`src/rtl/eth_tx_arb_pkg.sv`:
```
// Shared types for the two-source Ethernet TX frame arbiter.
package eth_tx_arb_pkg;

    localparam int unsigned FRAME_CNT_W = 16;
    localparam int unsigned GAP_CNT_W   = 8;

    typedef enum logic [1:0] {
        IDLE   = 2'd0,
        GRANT0 = 2'd1,
        GRANT1 = 2'd2,
        GAP    = 2'd3
    } arb_state_t;

    typedef logic src_idx_t;

    typedef logic [FRAME_CNT_W-1:0] frame_cnt_t;

endpackage

```
`src/rtl/eth_tx_arb_rr.sv`:
```
// Two-input round-robin grant decision; purely combinational.
module eth_tx_arb_rr
    import eth_tx_arb_pkg::*;
(
    input  logic     valid0_i,
    input  logic     valid1_i,
    input  src_idx_t last_grant_i,
    output logic     req_o,
    output src_idx_t grant_o
);

    // A lone requester wins; on a tie the source that did not win last time wins.
    always_comb begin
        req_o   = valid0_i | valid1_i;
        grant_o = last_grant_i;
        if (valid0_i && !valid1_i) begin
            grant_o = 1'b0;
        end else if (!valid0_i && valid1_i) begin
            grant_o = 1'b1;
        end else if (valid0_i && valid1_i) begin
            grant_o = ~last_grant_i;
        end
    end

endmodule

```
`src/rtl/eth_tx_arbiter.sv`:
```
// Frame-level round-robin arbiter sharing the tx_mac AXI-Stream input
// between two sources, with per-source completed-frame counters.
// Optional inter-frame gap state is built when ETH_TX_ARB_IFG_EN is defined.
module eth_tx_arbiter
    import eth_tx_arb_pkg::*;
#(
    parameter int unsigned DATA_WIDTH = 8,
    parameter int unsigned IFG_CYCLES = 12
) (
    input  logic                  clk,
    input  logic                  reset,

    input  logic [DATA_WIDTH-1:0] s0_axis_tdata,
    input  logic                  s0_axis_tvalid,
    input  logic                  s0_axis_tlast,
    input  logic                  s0_axis_tuser,
    output logic                  s0_axis_trdy,

    input  logic [DATA_WIDTH-1:0] s1_axis_tdata,
    input  logic                  s1_axis_tvalid,
    input  logic                  s1_axis_tlast,
    input  logic                  s1_axis_tuser,
    output logic                  s1_axis_trdy,

    output logic [DATA_WIDTH-1:0] m_tx_axis_tdata,
    output logic                  m_tx_axis_tvalid,
    output logic                  m_tx_axis_tlast,
    output logic                  m_tx_axis_tuser,
    input  logic                  m_tx_axis_trdy,

    output logic [1:0]            grant,
    output logic [FRAME_CNT_W-1:0] frame_cnt0,
    output logic [FRAME_CNT_W-1:0] frame_cnt1
);

    // Parameter range check at elaboration.
    if (IFG_CYCLES < 1 || IFG_CYCLES > 255) begin : g_ifg_range
        $error("IFG_CYCLES must be in 1..255");
    end

    arb_state_t state_q, state_d;
    src_idx_t   last_grant_q, last_grant_d;
    frame_cnt_t cnt0_q, cnt0_d;
    frame_cnt_t cnt1_q, cnt1_d;
    logic       frame_done;
    logic       rr_req;
    src_idx_t   rr_grant;

`ifdef ETH_TX_ARB_IFG_EN
    localparam logic [GAP_CNT_W-1:0] IFG_LOAD = GAP_CNT_W'(IFG_CYCLES);
    logic [GAP_CNT_W-1:0] gap_cnt_q, gap_cnt_d;
`endif

    eth_tx_arb_rr u_rr (
        .valid0_i     (s0_axis_tvalid),
        .valid1_i     (s1_axis_tvalid),
        .last_grant_i (last_grant_q),
        .req_o        (rr_req),
        .grant_o      (rr_grant)
    );

    // Next-state, counter and datapath-mux decode; the mux stays combinational.
    always_comb begin
        state_d          = state_q;
        last_grant_d     = last_grant_q;
        cnt0_d           = cnt0_q;
        cnt1_d           = cnt1_q;
        frame_done       = 1'b0;
        grant            = 2'b00;
        m_tx_axis_tdata  = '0;
        m_tx_axis_tvalid = 1'b0;
        m_tx_axis_tlast  = 1'b0;
        m_tx_axis_tuser  = 1'b0;
        s0_axis_trdy     = 1'b0;
        s1_axis_trdy     = 1'b0;
`ifdef ETH_TX_ARB_IFG_EN
        gap_cnt_d        = gap_cnt_q;
`endif

        case (state_q)
            IDLE: begin
                if (rr_req) begin
                    last_grant_d = rr_grant;
                    state_d      = rr_grant ? GRANT1 : GRANT0;
                end
            end
            GRANT0: begin
                grant            = 2'b01;
                m_tx_axis_tdata  = s0_axis_tdata;
                m_tx_axis_tvalid = s0_axis_tvalid;
                m_tx_axis_tlast  = s0_axis_tlast;
                m_tx_axis_tuser  = s0_axis_tuser;
                s0_axis_trdy     = m_tx_axis_trdy;
                if (s0_axis_tvalid && m_tx_axis_trdy && s0_axis_tlast) begin
                    cnt0_d     = cnt0_q + FRAME_CNT_W'(1);
                    frame_done = 1'b1;
                end
            end
            GRANT1: begin
                grant            = 2'b10;
                m_tx_axis_tdata  = s1_axis_tdata;
                m_tx_axis_tvalid = s1_axis_tvalid;
                m_tx_axis_tlast  = s1_axis_tlast;
                m_tx_axis_tuser  = s1_axis_tuser;
                s1_axis_trdy     = m_tx_axis_trdy;
                if (s1_axis_tvalid && m_tx_axis_trdy && s1_axis_tlast) begin
                    cnt1_d     = cnt1_q + FRAME_CNT_W'(1);
                    frame_done = 1'b1;
                end
            end
`ifdef ETH_TX_ARB_IFG_EN
            GAP: begin
                if (gap_cnt_q <= GAP_CNT_W'(1)) begin
                    state_d = IDLE;
                end else begin
                    gap_cnt_d = gap_cnt_q - GAP_CNT_W'(1);
                end
            end
`endif
            default: begin
                state_d = IDLE;
            end
        endcase

        if (frame_done) begin
`ifdef ETH_TX_ARB_IFG_EN
            state_d   = GAP;
            gap_cnt_d = IFG_LOAD;
`else
            state_d   = IDLE;
`endif
        end
    end

    // State, last-grant and frame counter registers.
    always_ff @(posedge clk or posedge reset) begin
        if (reset) begin
            state_q      <= IDLE;
            last_grant_q <= 1'b1;
            cnt0_q       <= '0;
            cnt1_q       <= '0;
        end else begin
            state_q      <= state_d;
            last_grant_q <= last_grant_d;
            cnt0_q       <= cnt0_d;
            cnt1_q       <= cnt1_d;
        end
    end

`ifdef ETH_TX_ARB_IFG_EN
    // Inter-frame gap down-counter, loaded on the tlast handshake.
    always_ff @(posedge clk or posedge reset) begin
        if (reset) begin
            gap_cnt_q <= '0;
        end else begin
            gap_cnt_q <= gap_cnt_d;
        end
    end
`endif

    assign frame_cnt0 = cnt0_q;
    assign frame_cnt1 = cnt1_q;

endmodule

```
`config.mk`:
```
export PLATFORM = sky130hd
export DESIGN_NAME = eth_tx_arbiter
export DESIGN_NICKNAME = d
export VERILOG_FILES = /design/src/rtl/eth_tx_arb_pkg.sv /design/src/rtl/eth_tx_arb_rr.sv /design/src/rtl/eth_tx_arbiter.sv
export SDC_FILE = /design/constraint.sdc
export NUM_CORES = 1
export LEC_CHECK = 0
export ABC_CLOCK_PERIOD_IN_PS = 1900
export BUFFER_PORTS_ARGS = -buffer_cell sky130_fd_sc_hd__buf_4
export CAP_MARGIN = 10
export CORE_MARGIN = 1
export CORE_UTILIZATION = 43
export CTS_CLUSTER_DIAMETER = 100
export DETAILED_ROUTE_END_ITERATION = 8
export PLACE_DENSITY = 0.76
export SYNTH_ARGS = -nofsm -noshare
export SYNTH_HDL_FRONTEND = slang
export SYNTH_SLANG_ARGS = --single-unit
```
`constraint.sdc`:
```
create_clock -name clk -period 1.9 [get_ports clk]
set_input_delay 0.285 -clock clk [delete_from_list [all_inputs] [get_ports clk]]
set_output_delay 0.285 -clock clk [all_outputs]
set_load 0.02 [all_outputs]
```
==> results of run 1 <==
## path summary, 6_finish.rpt
| check | start | end | slack (ns) | cells after the start |
|---|---|---|---|---|
| max in group asynchronous | reset | last_grant_q$_DFFE_PP1P_ | 1.46 | 3 |
| setup / recovery | state_q[1]$_DFFE_PP0P_ | m_tx_axis_tdata[6] | 0.07 | 6 |
| hold / removal | reset | frame_cnt1[3]$_DFFE_PP0P_ | 0.09 | 3 |
| min in group clk | s0_axis_tvalid | last_grant_q$_DFFE_PP1P_ | 0.21 | 2 |
| hold reg to reg | frame_cnt0[15]$_DFFE_PP0P_ | frame_cnt0[15]$_DFFE_PP0P_ | 0.48 | 1 |
| setup reg to reg | state_q[1]$_DFFE_PP0P_ | frame_cnt0[12]$_DFFE_PP0P_ | 0.11 | 6 |
## timing repair
| action | 4_1_cts | 5_1_grt |
|---|---|---|
| buffers inserted | 1 | 0 |
| cloned | 0 | 1 |
| gates resized for setup | 2 | 11 |
| setup endpoints to repair | 2 | 12 |
## state kept, by name, summed over array words and instances (netlist names)
signal        flops
frame_cnt0       16
frame_cnt1       16
state_q           2
last_grant_q      1
## per-layer routing
metal | vias to the layer above | GRT usage, %
met3 | 5 | 4.97
met5 | - | 0
li1 | 762 | -
met4 | 0 | 7.18
met1 | 710 | 23.4
met2 | 58 | 31.2
## report_power, final
part	leakage [uW]	switching, uW	internal [uW]
registers	0.000466	102	831
logic	0.000739	574	543
clock network	0.0000402	287	255
total	0.00125	963	1630
## through the flow
| stage | instances | TNS [ns] | setup WS (ns) | area, sq um | util, % |
|---|---|---|---|---|---|
| 2_1_floorplan | 171 | 0 | 0.130 | 1800 | - |
| 3_3_place_gp | 295 | 0 | 0.161 | 2430 | 60.8 |
| 3_5_place_dp | 295 | 0 | 0.0858 | 2430 | 60.8 |
| 4_1_cts | 304 | 0 | 0.00138 | 2540 | 63.4 |
| 5_1_grt | 305 | -0.0654 | -0.0233 | 2610 | 65.2 |
| 6_report | 305 | 0 | 0.0674 | 2610 | 65.2 |
## critical path, delay by kind of cell (launching register included)
family | cells | cell delay, ns
simple gates | 1 | 0.06
flops | 1 | 0.38
compound gates | 1 | 0.18
buf+inv | 3 | 0.46
fa+ha+maj | 1 | 0.18
## cells in the mapped netlist
library cell	number
dfstp_2	1
nor2_1	5
a31oi_1	1
and2_1	2
o21ai_0	3
nand4_4	1
xnor2_1	24
or2_2	1
or3_1	1
nand4_2	1
nand4_1	10
a2bb2oi_1	1
nand3_1	7
a22oi_1	11
nand2_1	17
nor4_1	2
nor2b_1	11
inv_1	7
clkbuf_1	3
xor2_1	6
or4_4	1
nor2_2	1
nand2b_1	1
and3_1	3
o2bb2ai_1	1
nor3_1	3
a21oi_1	1
ha_1	7
dfrtp_1	34
and4_1	4
## placed cells by master (no fill, tap or decap), types with 2 or more instances in the layout
master      netlist  final
a22oi_2           0      3
dfrtp_1          34     33
nor2b_1          11     11
and3_1            3      3
nand4_1          10     10
clkbuf_8          0      5
a22oi_1          11      8
nand2_1          17     17
nor3_1            3      3
nor4_1            2      2
o21ai_0           3      3
and2_1            2      2
clkinvlp_4        0      2
nor2_1            5      5
buf_4             0     76
xnor2_1          24     24
xor2_1            6      6
nand3_1           7      7
ha_4              0      2
and4_1            4      4
inv_1             7      6
ha_1              7      4
## area by class of cell
type,count,area share [%]
clock buffers,5,2.64
clock inverters,3,0.767
inverters,7,1.01
multi-input cells,126,35.7
flip-flops and latches,35,33.7
well taps,50,2.40
repair buffers,79,23.8
## cells by family (layout without fill, tap and decap cells)
logic type	Yosys count	in the layout	synth area share, %
compound gates	18	18	7.00
fa+ha+maj	7	7	4.85
simple gates	71	71	22.9
xor+xnor	30	30	14.6
buf+inv	10	94	2.08
flops	35	35	48.6
==> flow_summary.yaml, run 1 <==
sta:
  worstMarginPinSlew_ns: 0.433
  layout_min_cycle_time_ns: 1.83
  skew_ns: 0.00526
  maxSlewViolCount: 0
  rsz0062_at_grt: "yes"
  finalSetupViolations: 0
  fin_crit_sh_pct: 96.5
  worst_hold_slack_ns: 0.0911
  fmaxAchievable_ghz: 0.546
  finalHoldViolations: 0
  slew_headroom_pct: 71.1
worst_hold_path:
  hold_path_class: "input port to async pin"
finish:
  antennaDiodeCount: 0
  final_nets: 286
  multi_input_area_sq_um: 932
  ff_latch_area_sq_um: 878
  n_fill_cell: 341
  syn_to_final_growth_pct: 44.7
  layout-drive-gt1-share_pct: 39.6
routing:
  route.met3.wl_um: 225
  top_signal_layer_used: "met4"
  drt_iter0_markers: 76
  viasPerCell: 5.03
  vias: 1535
  dr.pass1.iters: 4
  ant_nets: 0
  wl_met1_um: 1800
  wl_per_cell_um: 13.4
  routed_wl_um: 4100
  drc: 0
  wl_met2_um: 2010
die:
  rows: 23
  core_sq_um: 4000
  ioPinCount: 72
  dieArea_sq_um: 4460
  floorplan.initialDensity_pct: 45.1
  die_x_um: 66.8
  die_h_um: 66.8
cts:
  ctsHtreeMaxLevel: 2
  clock_latency_ns: 0.29
  cts_buffers: 5
  postCtsHoldBufs: 0
  cts_tree: "done"
  numClockSinks: 35
  cts.clk_slew.worst_paths_ns: 0.08
  clk_path_buf_depth: 2
  ctsRootBufferMaster: "clkbuf_8"
pwr:
  power.total_uw: 2590
  peakVddDrop_uv: 619
  power_leakage_uw: 0.00125
  power.density_nw_per_um2: 993
synth:
  synth_top_cell_by_area: "dfrtp_1"
  yosys.area.top_type_share_pct: 47.2
  ys_types: 30
  ys_ff_latch: 35
  synth_nets: 203
  syn_area_sq_um: 1800
  yosysWarnings: 0
  synth.yosys.seq_area_share_pct: 48.6
  synthTopCellsByArea: "dfrtp_1, xnor2_1, ha_1"
  syn_avg_cell_area_sq_um: 10.6
  synthCells: 171
critical_path:
  slowest_stage: "dfrtp_1"
  arrival_ns: 1.55
  worstSetupStartpointType: "flip-flop"
  cp_cell_sequence: "buf_4, ha_4, clkbuf_16, a22oi_2, nor2b_1, buf_4"
  crit_required_ns: 1.62
  timing.critical_path.mode_cell: "buf_4"
  worstSetupPathType: "flip-flop to primary output"
  cp_slowest_stage_delay_ns: 0.38
  worstPathMaxFanout: 6
  endpoint_kind: "primary output"
global_route:
  gr-usage-all-layers_pct: 18.9
  grt_max_degree: 36
  grt_pass1_wl_um: 6260
  antenna_found_initial: 0
  grt_pass1_vias: 1402
  grt.overflow.total: 0
run_status:
  outcome: "completed"
place:
  gp_congestion: 0.806
  portBuffers: 71
  dp_hpwl_um: 3080
job:
  cap_violations: 0
Power figures use the tool's default switching activity.
==> run 2, diff against run 1 <==
Settings changed: GPL_TIMING_DRIVEN from default to 0.
==> run 2 against run 1 <==
  * Critical path depth is the same
  * Critical endpoint is now m_tx_axis_tdata[0]
  * Clock skew grew 0.0018 ns
  * Cell area grew 1.6%
  * Wire length shrank 0.85%
==> flow_summary.yaml, run 2 (same netlist as run 1, synthesis figures left out) <==
run_status:
  outcome: "completed"
cts:
  cts_tree: "done"
  clk_path_buf_depth: 2
  postCtsHoldBufs: 0
  clock_latency_ns: 0.29
  cts.clk_slew.worst_paths_ns: 0.07
  numClockSinks: 35
  ctsRootBufferMaster: "clkbuf_8"
  ctsHtreeMaxLevel: 2
  cts_buffers: 5
sta:
  fin_crit_sh_pct: 97.3
  fmaxAchievable_ghz: 0.541
  worstMarginPinSlew_ns: 0.552
  finalSetupViolations: 0
  maxSlewViolCount: 0
  skew_ns: 0.00703
  layout_min_cycle_time_ns: 1.85
  finalHoldViolations: 0
  slew_headroom_pct: 63.2
  rsz0062_at_grt: "yes"
routing:
  wl_per_cell_um: 13.4
  dr.pass1.iters: 4
  drc: 0
  ant_nets: 0
  drt_iter0_markers: 92
  vias: 1561
  routed_wl_um: 4060
  viasPerCell: 5.13
pwr:
  p_comb_share_pct: 44.5
  power.total_uw: 2600
  p_sw_share_pct: 35.8
  seqPwrFrac_pct: 35.6
  peakVddDrop_uv: 736
  power_leakage_uw: 0.00125
  p_switching_uw: 932
  pwr-share-clk_pct: 19.9
  power.density_nw_per_um2: 982
  internal-power_uw: 1670
worst_hold_path:
  hold_path_class: "input port to async pin"
critical_path:
  slowest_stage: "dfrtp_1"
  timing.reg2reg.setup_slack_ns: 0.10
  worstSetupPathType: "flip-flop to primary output"
  endpoint_kind: "primary output"
  timing.rr.start: "state_q[1]$_DFFE_PP0P_"
  worstPathMaxFanout: 10
  cp_slowest_stage_delay_ns: 0.43
  arrival_ns: 1.56
  reg2reg_to: "frame_cnt0[12]$_DFFE_PP0P_"
  crit_required_ns: 1.62
  cp_cell_sequence: "inv_2, ha_4, buf_8, a22oi_1, nor2b_2, buf_4"
  rr_worst_depth: 6
  worstSetupStartpointType: "flip-flop"
finish:
  syn_to_final_growth_pct: 47.0
  layout_common_cells: "buf_4, dfrtp_1, xnor2_1"
  final_util_pct: 66.3
  antennaDiodeCount: 0
  layout_commonest_cell: "buf_4"
  final_nets: 285
  layout-drive-gt1-share_pct: 42.1
global_route:
  gr-usage-all-layers_pct: 19.9
  grt_pass1_wl_um: 6580
  grt_pass1_vias: 1518
  grt.overflow.total: 0
  grt_max_degree: 24
  antenna_found_initial: 0
die:
  dieArea_sq_um: 4460
  die_h_um: 66.8
  core_sq_um: 4000
  rows: 23
  ioPinCount: 72
  floorplan.initialDensity_pct: 45.1
  die_x_um: 66.8
place:
  dp_hpwl_um: 3020
  gp_congestion: 0.748
  portBuffers: 71
job:
  cap_violations: 0
run 2: cell types whose count changed in the layout (fill, tap and decap cells not counted), moves of 2 or more:
cell,change
buf_4,-2
clkbuf_1,+3
clkinvlp_4,-2
nor2b_1,-6
nor2b_2,+5
nor3_1,-2
nor3_2,+2
run 2: metrics by stage:
stage	worst slack, ns	hold slack [ns]	instances	setup TNS, ns	cell area (sq um)
floorplan	0.130	0.348	171	0	1800
global placement	-0.0846	0.460	292	-0.370	2400
detailed placement	-0.113	0.366	293	-0.653	2430
CTS	0.0125	0.0462	303	0	2560
global route	-0.0251	0.0747	304	-0.0351	2650
finish	0.0522	0.0401	304	0	2650
run 2: per-layer routing:
| layer | up-vias | GRT usage [%] | part of all wire [%] |
|---|---|---|---|
| met3 | 7 | 5.48 | 5.9 |
| li1 | 756 | - | - |
| met2 | 58 | 34.5 | 51 |
| met1 | 740 | 22.7 | 41 |
| met5 | - | 0 | 0 |
| met4 | 0 | 8.78 | 1.9 |
run 2: worst max-delay path by stage:
| stage | cells after the start | end | from |
|---|---|---|---|
| after floorplan | 6 | frame_cnt0[12]$_DFFE_PP0P_ | state_q[1]$_DFFE_PP0P_ |
| after global placement | 6 | frame_cnt1[12]$_DFFE_PP0P_ | state_q[0]$_DFFE_PP0P_ |
| after detailed placement | 6 | frame_cnt1[12]$_DFFE_PP0P_ | state_q[0]$_DFFE_PP0P_ |
| after CTS | 6 | m_tx_axis_tdata[1] | state_q[0]$_DFFE_PP0P_ |
| after global routing | 6 | m_tx_axis_tdata[5] | state_q[1]$_DFFE_PP0P_ |
| final | 6 | m_tx_axis_tdata[0] | state_q[1]$_DFFE_PP0P_ |
run 2: cell type report:
class                      count  area (sq um)
tap                           50          62.6
inverter                       7          26.3
clock buffer                   8          80.1
timing repair buffer          75           587
buffer                         3          36.3
sequential                    35           877
multi-input combinational    126           983
fill                         328          1350
run 2: power by group through the flow:
stage	clock network (uW)	registers [uW]	logic [uW]
after global routing	563	943	1270
after CTS	532	925	1030
after detailed placement	0	941	944
after global placement	0	942	926
final	517	928	1160
after floorplan	0	981	547
run 2: worst max-delay path, delay by kind of cell, from the launching register on:
family	cells	cell delay [ns]
adder cells (fa/ha/maj)	1	0.20
AND/OR/NAND/NOR	1	0.06
flip-flops	1	0.43
buffers and inverters	3	0.40
AO/OA/AOI/OAI	1	0.18
run 2: what timing repair did:
action | 4_1_cts | 5_1_grt
pin swaps | 0 | 1
setup endpoints to repair | 23 | 15
setup buffers | 2 | 1
gates resized for setup | 13 | 20
